### config.mk
export PLATFORM = sky130hd
export DESIGN_NAME = uart_cmd_ctrl
export DESIGN_NICKNAME = d
export VERILOG_FILES = /design/src/rtl/uart_pkg.sv /design/src/rtl/uart_timeout_timer.sv /design/src/rtl/uart_cmd_ctrl.sv
export SDC_FILE = /design/constraint.sdc
export NUM_CORES = 1
export LEC_CHECK = 0
export CORE_MARGIN = 2
export CORE_UTILIZATION = 55
export CTS_BUF_LIST = sky130_fd_sc_hd__clkbuf_4 sky130_fd_sc_hd__clkbuf_8
export CTS_CLUSTER_SIZE = 16
export DETAILED_ROUTE_END_ITERATION = 6
export PLACE_DENSITY = 0.82
export SLEW_MARGIN = 25
export SYNTH_ARGS = -nofsm -noshare
export SYNTH_HDL_FRONTEND = slang
export SYNTH_SLANG_ARGS = --single-unit
### constraint.sdc
create_clock -name i_clk -period 2.3 [get_ports i_clk]
set_clock_uncertainty 0.05 [all_clocks]
set_input_delay 0.345 -clock i_clk [delete_from_list [all_inputs] [get_ports i_clk]]
set_output_delay 0.345 -clock i_clk [all_outputs]
set_load 0.02 [all_outputs]
### src/rtl/uart_pkg.sv
// Shared constants, state encoding and bit-timing helper for the UART
// receive path and the command-frame controller behind it.
package uart_pkg;

  localparam logic [7:0] SYNC_BYTE = 8'hA5;
  localparam logic [7:0] CMD_WR    = 8'h57;
  localparam logic [7:0] CMD_RD    = 8'h52;

  localparam logic [1:0] ERR_FRAMING  = 2'd0;
  localparam logic [1:0] ERR_CHECKSUM = 2'd1;
  localparam logic [1:0] ERR_BADCMD   = 2'd2;
  localparam logic [1:0] ERR_TIMEOUT  = 2'd3;

  typedef enum logic [2:0] {
    S_SYNC = 3'd0,
    S_CMD  = 3'd1,
    S_ADDR = 3'd2,
    S_DATA = 3'd3,
    S_CHK  = 3'd4,
    S_OUT  = 3'd5
  } state_t;

  // Integer clock cycles per serial bit; truncation matches uart_rx.
  function automatic int cycles_per_bit(input int clk_mhz, input int baud);
    return (clk_mhz * 1000000) / baud;
  endfunction

endpackage

### src/rtl/uart_timeout_timer.sv
// Inter-byte watchdog: counts while enabled, clears on demand, and flags the
// cycle in which the count reaches limit-1.
module uart_timeout_timer #(
  parameter int unsigned limit = 9360
) (
  input  logic i_clk,
  input  logic i_rst_n,
  input  logic i_clear,
  input  logic i_enable,
  output logic o_expire
);

  localparam logic [15:0] LAST = 16'(limit - 1);

  logic [15:0] count_q;

  always_ff @(posedge i_clk) begin
    if (!i_rst_n) begin
      count_q <= '0;
    end else if (i_clear) begin
      count_q <= '0;
    end else if (i_enable) begin
      count_q <= count_q + 16'd1;
    end
  end

  assign o_expire = i_enable && (count_q == LAST);

endmodule

### src/rtl/uart_cmd_ctrl.sv
// Parses SYNC/CMD/ADDR/DATA/CHK frames from uart_rx into register-file
// commands on a valid/ready port, reporting framing/checksum/cmd/timeout errors.
module uart_cmd_ctrl
  import uart_pkg::*;
#(
  parameter int          clk_frequency = 27,
  parameter int          baud_rate     = 115200,
  parameter int          timeout_bytes = 4,
  parameter logic [7:0]  sync_byte     = SYNC_BYTE
) (
  input  logic       i_clk,
  input  logic       i_rst_n,
  input  logic       i_rx_done,
  input  logic [7:0] i_rx_byte,
  input  logic       i_rx_framing_error,
  output logic       o_byte_accept,
  output logic       o_cmd_valid,
  input  logic       i_cmd_ready,
  output logic       o_cmd_wr,
  output logic [7:0] o_cmd_addr,
  output logic [7:0] o_cmd_data,
  output logic       o_err,
  output logic [1:0] o_err_code,
  output logic [7:0] o_err_count,
  output logic [2:0] o_state
);

  localparam int timeout_cycles =
    timeout_bytes * 10 * cycles_per_bit(clk_frequency, baud_rate);

  // Handshakes: the byte side captures when i_rx_done is high, no accept
  // pulse is in flight and no command is pending; o_byte_accept pulses for
  // the following cycle. The command side transfers on any edge with
  // o_cmd_valid && i_cmd_ready; valid and fields stay stable until then.

  state_t     state_q, state_d;
  logic       accept_q;
  logic [7:0] chk_q, chk_d;
  logic       wr_q, wr_d;
  logic [7:0] addr_q, addr_d;
  logic [7:0] data_q, data_d;
  logic       err_det_q, err_det_d;
  logic [1:0] err_det_code_q, err_det_code_d;
  logic       err_q;
  logic [1:0] err_code_q;
  logic [7:0] err_count_q;

  logic capture;
  logic in_frame;
  logic expire;

  assign capture  = i_rx_done && !accept_q && (state_q != S_OUT);
  assign in_frame = (state_q == S_CMD) || (state_q == S_ADDR) ||
                    (state_q == S_DATA) || (state_q == S_CHK);

  uart_timeout_timer #(
    .limit(timeout_cycles)
  ) u_timer (
    .i_clk   (i_clk),
    .i_rst_n (i_rst_n),
    .i_clear (capture || !in_frame || expire),
    .i_enable(in_frame),
    .o_expire(expire)
  );

  always_ff @(posedge i_clk) begin
    if (!i_rst_n) begin
      state_q <= S_SYNC;
    end else begin
      state_q <= state_d;
    end
  end

  always_comb begin
    state_d        = state_q;
    chk_d          = chk_q;
    wr_d           = wr_q;
    addr_d         = addr_q;
    data_d         = data_q;
    err_det_d      = 1'b0;
    err_det_code_d = err_det_code_q;

    if (state_q == S_OUT) begin
      if (i_cmd_ready) begin
        state_d = S_SYNC;
      end
    end else if (capture) begin
      // A capture in the same cycle as expiry takes precedence.
      if (i_rx_framing_error) begin
        state_d        = S_SYNC;
        err_det_d      = 1'b1;
        err_det_code_d = ERR_FRAMING;
      end else begin
        case (state_q)
          S_SYNC: begin
            if (i_rx_byte == sync_byte) begin
              state_d = S_CMD;
              chk_d   = 8'h00;
            end
          end
          S_CMD: begin
            if ((i_rx_byte == CMD_WR) || (i_rx_byte == CMD_RD)) begin
              state_d = S_ADDR;
              wr_d    = (i_rx_byte == CMD_WR);
              chk_d   = chk_q ^ i_rx_byte;
            end else begin
              state_d        = S_SYNC;
              err_det_d      = 1'b1;
              err_det_code_d = ERR_BADCMD;
            end
          end
          S_ADDR: begin
            state_d = S_DATA;
            addr_d  = i_rx_byte;
            chk_d   = chk_q ^ i_rx_byte;
          end
          S_DATA: begin
            state_d = S_CHK;
            data_d  = i_rx_byte;
            chk_d   = chk_q ^ i_rx_byte;
          end
          S_CHK: begin
            if (i_rx_byte == chk_q) begin
              state_d = S_OUT;
            end else begin
              state_d        = S_SYNC;
              err_det_d      = 1'b1;
              err_det_code_d = ERR_CHECKSUM;
            end
          end
          default: state_d = S_SYNC;
        endcase
      end
    end else if (expire) begin
      state_d        = S_SYNC;
      err_det_d      = 1'b1;
      err_det_code_d = ERR_TIMEOUT;
    end
  end

  always_ff @(posedge i_clk) begin
    if (!i_rst_n) begin
      accept_q       <= 1'b0;
      chk_q          <= '0;
      wr_q           <= 1'b0;
      addr_q         <= '0;
      data_q         <= '0;
      err_det_q      <= 1'b0;
      err_det_code_q <= '0;
      err_q          <= 1'b0;
      err_code_q     <= '0;
      err_count_q    <= '0;
    end else begin
      accept_q       <= capture;
      chk_q          <= chk_d;
      wr_q           <= wr_d;
      addr_q         <= addr_d;
      data_q         <= data_d;
      err_det_q      <= err_det_d;
      err_det_code_q <= err_det_code_d;
      err_q          <= err_det_q;
      if (err_det_q) begin
        err_code_q <= err_det_code_q;
        if (err_count_q != 8'hFF) begin
          err_count_q <= err_count_q + 8'd1;
        end
      end
    end
  end

  assign o_byte_accept = accept_q;
  assign o_cmd_valid   = (state_q == S_OUT);
  assign o_cmd_wr      = wr_q;
  assign o_cmd_addr    = addr_q;
  assign o_cmd_data    = data_q;
  assign o_err         = err_q;
  assign o_err_code    = err_code_q;
  assign o_err_count   = err_count_q;
  assign o_state       = state_q;

endmodule

# Word level (Yosys, flattened, before mapping)
# Index checks and enable logic that the tools add are counted.
op_classes:
  addsub: 2
  eq_ne: 19
  mux: 24
  n_bitwise: 4
  n_reduce_logical: 25
ops:
  columns: ["cell", "count"]
  rows:
  - ["8-bit one-hot mux with 3 select lines", 1]
  - ["3-bit two-way mux", 7]
  - ["16-bit by 1-bit adder with 16-bit output (second input constant)", 1]
  - ["16-bit by 14-bit equality test with 1-bit output (second input constant)", 1]
  - ["8-bit by 7-bit equality test with 1-bit output (second input constant)", 2]
  - ["8-bit two-way mux", 2]
  - ["3-bit one-hot mux with 5 select lines", 1]
  - ["2-bit two-way mux", 6]
  - ["5-bit AND reduction", 2]
  - ["8-bit by 1-bit adder with 8-bit output (second input constant)", 1]
  - ["8-bit equality test", 1]
  - ["8-bit equality test (second input constant)", 1]
  - ["4-bit inequality test (second input constant)", 2]
  - ["8-bit inequality test (second input constant)", 1]
  - ["4-bit AND reduction", 2]
  - ["8-bit bitwise XOR", 1]
  - ["3-bit by 2-bit equality test with 1-bit output (second input constant)", 2]
  - ["3-bit equality test (second input constant)", 2]
  - ["1-bit logical OR", 6]
  - ["6-bit AND reduction", 1]
  - ["3-bit nonzero test", 2]
  - ["2-bit OR reduction", 3]
  - ["1-bit two-way mux", 5]
  - ["5-bit inequality test (second input constant)", 1]
  - ["other kinds (14)", 20]
word_totals:
  ff_bits: 59
  input_bits: 13
  output_inout_bits: 33
  elab_cells: 86

# Logic depth before layout (Yosys ltp)
logic_depth:
  depth_word: 8
  depth_mapped: 8

# Cells and area by module
# From an unflattened synthesis, not the netlist that was laid out.
hier_totals:
  cells_unflattened: 318
  hier_area_um2: 2932.8
by_module_without_submodules:
  columns: ["mod", "instances", "cells_each", "area_per_inst_um2", "seq_area_each_um2"]
  rows:
  - ["uart_cmd_ctrl", 1, 231, 2123.3, 860.8]
  - ["uart_timeout_timer", 1, 87, 809.5, 320.3]

# Worst setup path after synthesis
# Ideal clock, no wire load.
synth_path:
  kind: "reg2reg"
  startpoint: "register state_q[0], in the netlist o_state[0]"
  endpoint: "register u_timer.count_q[15]"
  setup_time_ns: 0.062
  t_arrival_ns: 1.765
  setup_slack_ns: 0.422
  path_stages_with_launch: 9
  path_buffers: 3
  synth_period_minus_slack_ns: 1.878
  path_cell_list: "dfxtp_1 buf_6 or3_4 nand4_2 o21ai_1 or3_1 buf_6 buf_12 nor2_4"
synth_via:
  elab_chain_len: 8
  word_cells_on_any_way: 14
  cone_classes: "5 x eq/ne; 9 x reduce/logical"
synth_rtl:
  columns: ["element", "line_no", "text"]
  rows:
  - ["from (decl)", "uart_cmd_ctrl.sv:36", "state_t state_q, state_d;"]
  - ["from (signal assigned)", "uart_cmd_ctrl.sv:70", "state_q <= state_d;"]
  - ["3-bit by 1-bit equality test with 1-bit output / 3-bit by 2-bit equality test with 1-bit output (equally long branches)", "uart_cmd_ctrl.sv:53", "assign in_frame = (state_q == S_CMD) || (state_q == S_ADDR) ||"]
  - ["1-bit logical OR (2 in series)", "uart_cmd_ctrl.sv:53", null]
  - ["1-bit logical OR", "uart_cmd_ctrl.sv:54", "(state_q == S_DATA) || (state_q == S_CHK);"]
  - ["1-bit zero test", "uart_cmd_ctrl.sv:61", ".i_clear (capture || !in_frame || expire),"]
  - ["1-bit logical OR (2 in series)", "uart_cmd_ctrl.sv:61", null]
  - ["2-bit OR reduction (no source line)", null, null]
  - ["to (signal assigned)", "uart_timeout_timer.sv:23", "count_q <= count_q + 16'd1;"]
  - ["to (decl)", "uart_timeout_timer.sv:15", "logic [15:0] count_q;"]
# Parallel ways exist; a longest one is shown, timed or not.
# A chain may end at the register's enable or synchronous reset.

# Worst setup path in the final report
layout_path:
  startpoint: "register state_q[1], in the netlist o_state[1]"
  endpoint: "output port o_cmd_valid"
layout_via:
  elab_chain_len: 1
layout_rtl:
  columns: ["element", "line_no", "text"]
  rows:
  - ["3-bit equality test", "uart_cmd_ctrl.sv:172", "assign o_cmd_valid = (state_q == S_OUT);"]
  - ["to (decl)", "uart_cmd_ctrl.sv:17", "output logic o_cmd_valid,"]
# No other way between the ends.

==> reports/summary.txt <==
CTS tree: built
DRC: 0
post-synthesis simple-gate area fraction: 25.5%
Placer Congestion: 0.881
Worst slew margin: 64.7%
Main synth FF type: dfxtp_1
layout cells sized above 1: 17.3%
initial antenna violation count: 0
antenna viol nets, final: 0
final core utilization: 76.6%
XOR/XNOR Fraction of Synth Area: 9.49%
Pwr Density: 578 nW/um^2
crit-path max FO: 11
CTS clk-pin slew, worst paths: 0.06 ns
Worst Setup End Kind: output pin
slowest library cell on the worst path: clkdlybuf4s50_1
detailed router's first-iteration violation count: 138
global-route wire length before repair: 10.5 mm
synthesis warning total: 0
largest family of logic cells by synthesized area: simple AND/OR/NAND/NOR gates
fillers: 352
antenna diode count: 0
CP Launch Type: register
worst setup slack after layout: 0.149 ns
status: finished clean
commonest non-fill, non-tap cells in the layout: dfxtp_1 (59), nor2_1 (47), clkdlybuf4s50_1 (45)
Slew Limit Fails: 0
leading cell type in the layout, fill and taps excluded: dfxtp_1
adder-cell share of the synthesized area: 0.904%
hold depth: 2
# Post-CTS Setup Buffers: 0
initial core utilization: 57.9%
fin nets: 385
P&R area growth vs syn: 32.4%
area of the multi-input gates: 1470 sq um
Post-Syn Area: 2770 sq um
Max-cap violations: 0
post-CTS sizing: 0
largest net degree at the start of global routing: 35
DR vias: 2344
number of global-route vias before repair: 2252
CP Cell Sequence: nand3b_1, inv_1, clkdlybuf4s50_1
Inserted Clock Buffers: 9
H-tree levels: 3
asr flop ratio synth: 0%
mean number of vias per cell: 5.30
WP data arrival: 1.76 ns
Site Rows: 25
Hold Violations, Final: 0
FF+latch count, synth: 59
Place WS: -0.0633 ns
die area: 5620 sq um
num ports: 46
Static Leak: 1.38 nW
drt pass-1 iters: 4
Max VDD drop: 0.000573 V
die width: 75.0 um
total negative slack: 0 ns
GRT Residual Overflow: 0
clock root cell: clkbuf_8
Seq/Total Area, Yosys: 42.7%
post-synthesis cell count: 295
Avg Cell Area, Syn: 9.39 sq um
WP data required: 1.90 ns
number of flops mapped to enable cells by yosys: 0
Clk Latency, worst-skew pair: 0.34 ns
compound-cell area share of the yosys netlist: 10.2%
core area: 4790 sq um
min Tclk post-route: 2.15 ns
Die Span Y: 75.0 um
Peak Freq: 0.465 GHz
fin crit share: 93.5%
path category of the worst min-delay check: register to register
multiplexer share of the synthesized area: 6.87%
FF-to-FF setup slack: 0.30 ns
R2R depth: 5
# setup viols final: 0
gr usage total: 24.8%
Unique masters post-synth: 49
IO buf count: 45
Net Count, Synth: 310
WL per Instance: 14.6 um
slowest stage delay, CP: 0.61 ns
CTS sink count: 59
Final HPWL DP: 4.43 mm
clk buf depth: 2
Worst-Margin Slew: 0.529 ns
Post-CTS Hold Fix Bufs: 0
critical path class: register to output pin
Post-Route WL: 6.46 mm
unrepaired setup endpoints after global routing: no
Reg area: 1180 sq um
-- power by group --
group | switching (mW) | leakage, nW | total (mW) | internal, mW
Sequential | 0.00623 | 0.476 | 1.04 | 1.03
Clock | 0.398 | 0.103 | 0.933 | 0.536
Combinational | 0.0750 | 0.797 | 0.151 | 0.0757
-- routing by layer --
layer  part of all wire (%)  vias up  global-route usage [%]
li1                       -     1181                       -
met1                     45     1095                    33.1
met2                     49       60                    39.4
met3                    4.0        8                    4.95
met4                    1.5        0                    10.1
met5                      0        -                       0
-- worst max-delay path: cells and delay by family, from the launching register on --
family	cells	cell delay, ns
and+or+nand+nor	1	0.28
DFF	1	0.41
buffers and inverters	2	0.74
-- worst paths after layout --
kind,start,endpoint
setup / recovery,o_state[1],o_cmd_valid
hold / removal,err_det_code_q[1],err_det_code_q[1]
hold reg to reg,err_det_code_q[1],err_det_code_q[1]
setup reg to reg,o_state[1],chk_q[3]
-- registers in the layout, indices dropped and copies added (netlist names), 2 cells and up --
register	flops
err_det_code_q	2
o_cmd_data	8
o_state	3
o_cmd_addr	8
chk_q	8
u_timer.count_q	16
o_err_code	2
o_err_count	8
-- final cells by class --
class | count | area share (%)
clock buffer | 11 | 3.96
clock inverter | 5 | 1.43
inverter | 9 | 0.921
multi-input combinational | 214 | 40.0
sequential | 59 | 32.2
tap | 67 | 2.29
timing repair buffer | 77 | 19.2
-- kinds of logic after synthesis --
kind of cell / Yosys count
flops: 59
xor+xnor: 30
fa+ha+maj: 2
buf+inv: 22
compound gates: 37
mux: 19
simple gates: 126
-- cells in the mapped netlist (all sizes together), types with 3 or more instances --
cell | n | area (sq um)
o2bb2ai | 7 | 61.3
buf | 8 | 67.6
clkbuf | 5 | 18.8
nand2b | 12 | 75.1
xor2 | 18 | 158
o21ai | 13 | 65.1
or3 | 3 | 23.8
nand2 | 13 | 48.8
nor2 | 58 | 285
dfxtp | 59 | 1180
nand4 | 9 | 62.6
and3 | 4 | 25.0
a21oi | 3 | 15.0
mux2i | 19 | 190
nor4 | 9 | 56.3
xnor2 | 12 | 105
inv | 9 | 33.8
nand3 | 4 | 20.0
-- through the flow --
stage | hold WS [ns] | cell area [sq um] | instances | total power, mW
2_1_floorplan | 0.380 | 2770 | 295 | 1.12
3_3_place_gp | 0.397 | 3470 | 426 | 1.20
3_5_place_dp | 0.420 | 3470 | 426 | 1.21
4_1_cts | 0.429 | 3670 | 442 | 2.13
5_1_grt | 0.453 | 3670 | 442 | 2.19
6_report | 0.426 | 3670 | 442 | 2.12
No activity file was read; power rests on OpenSTA's default activity.
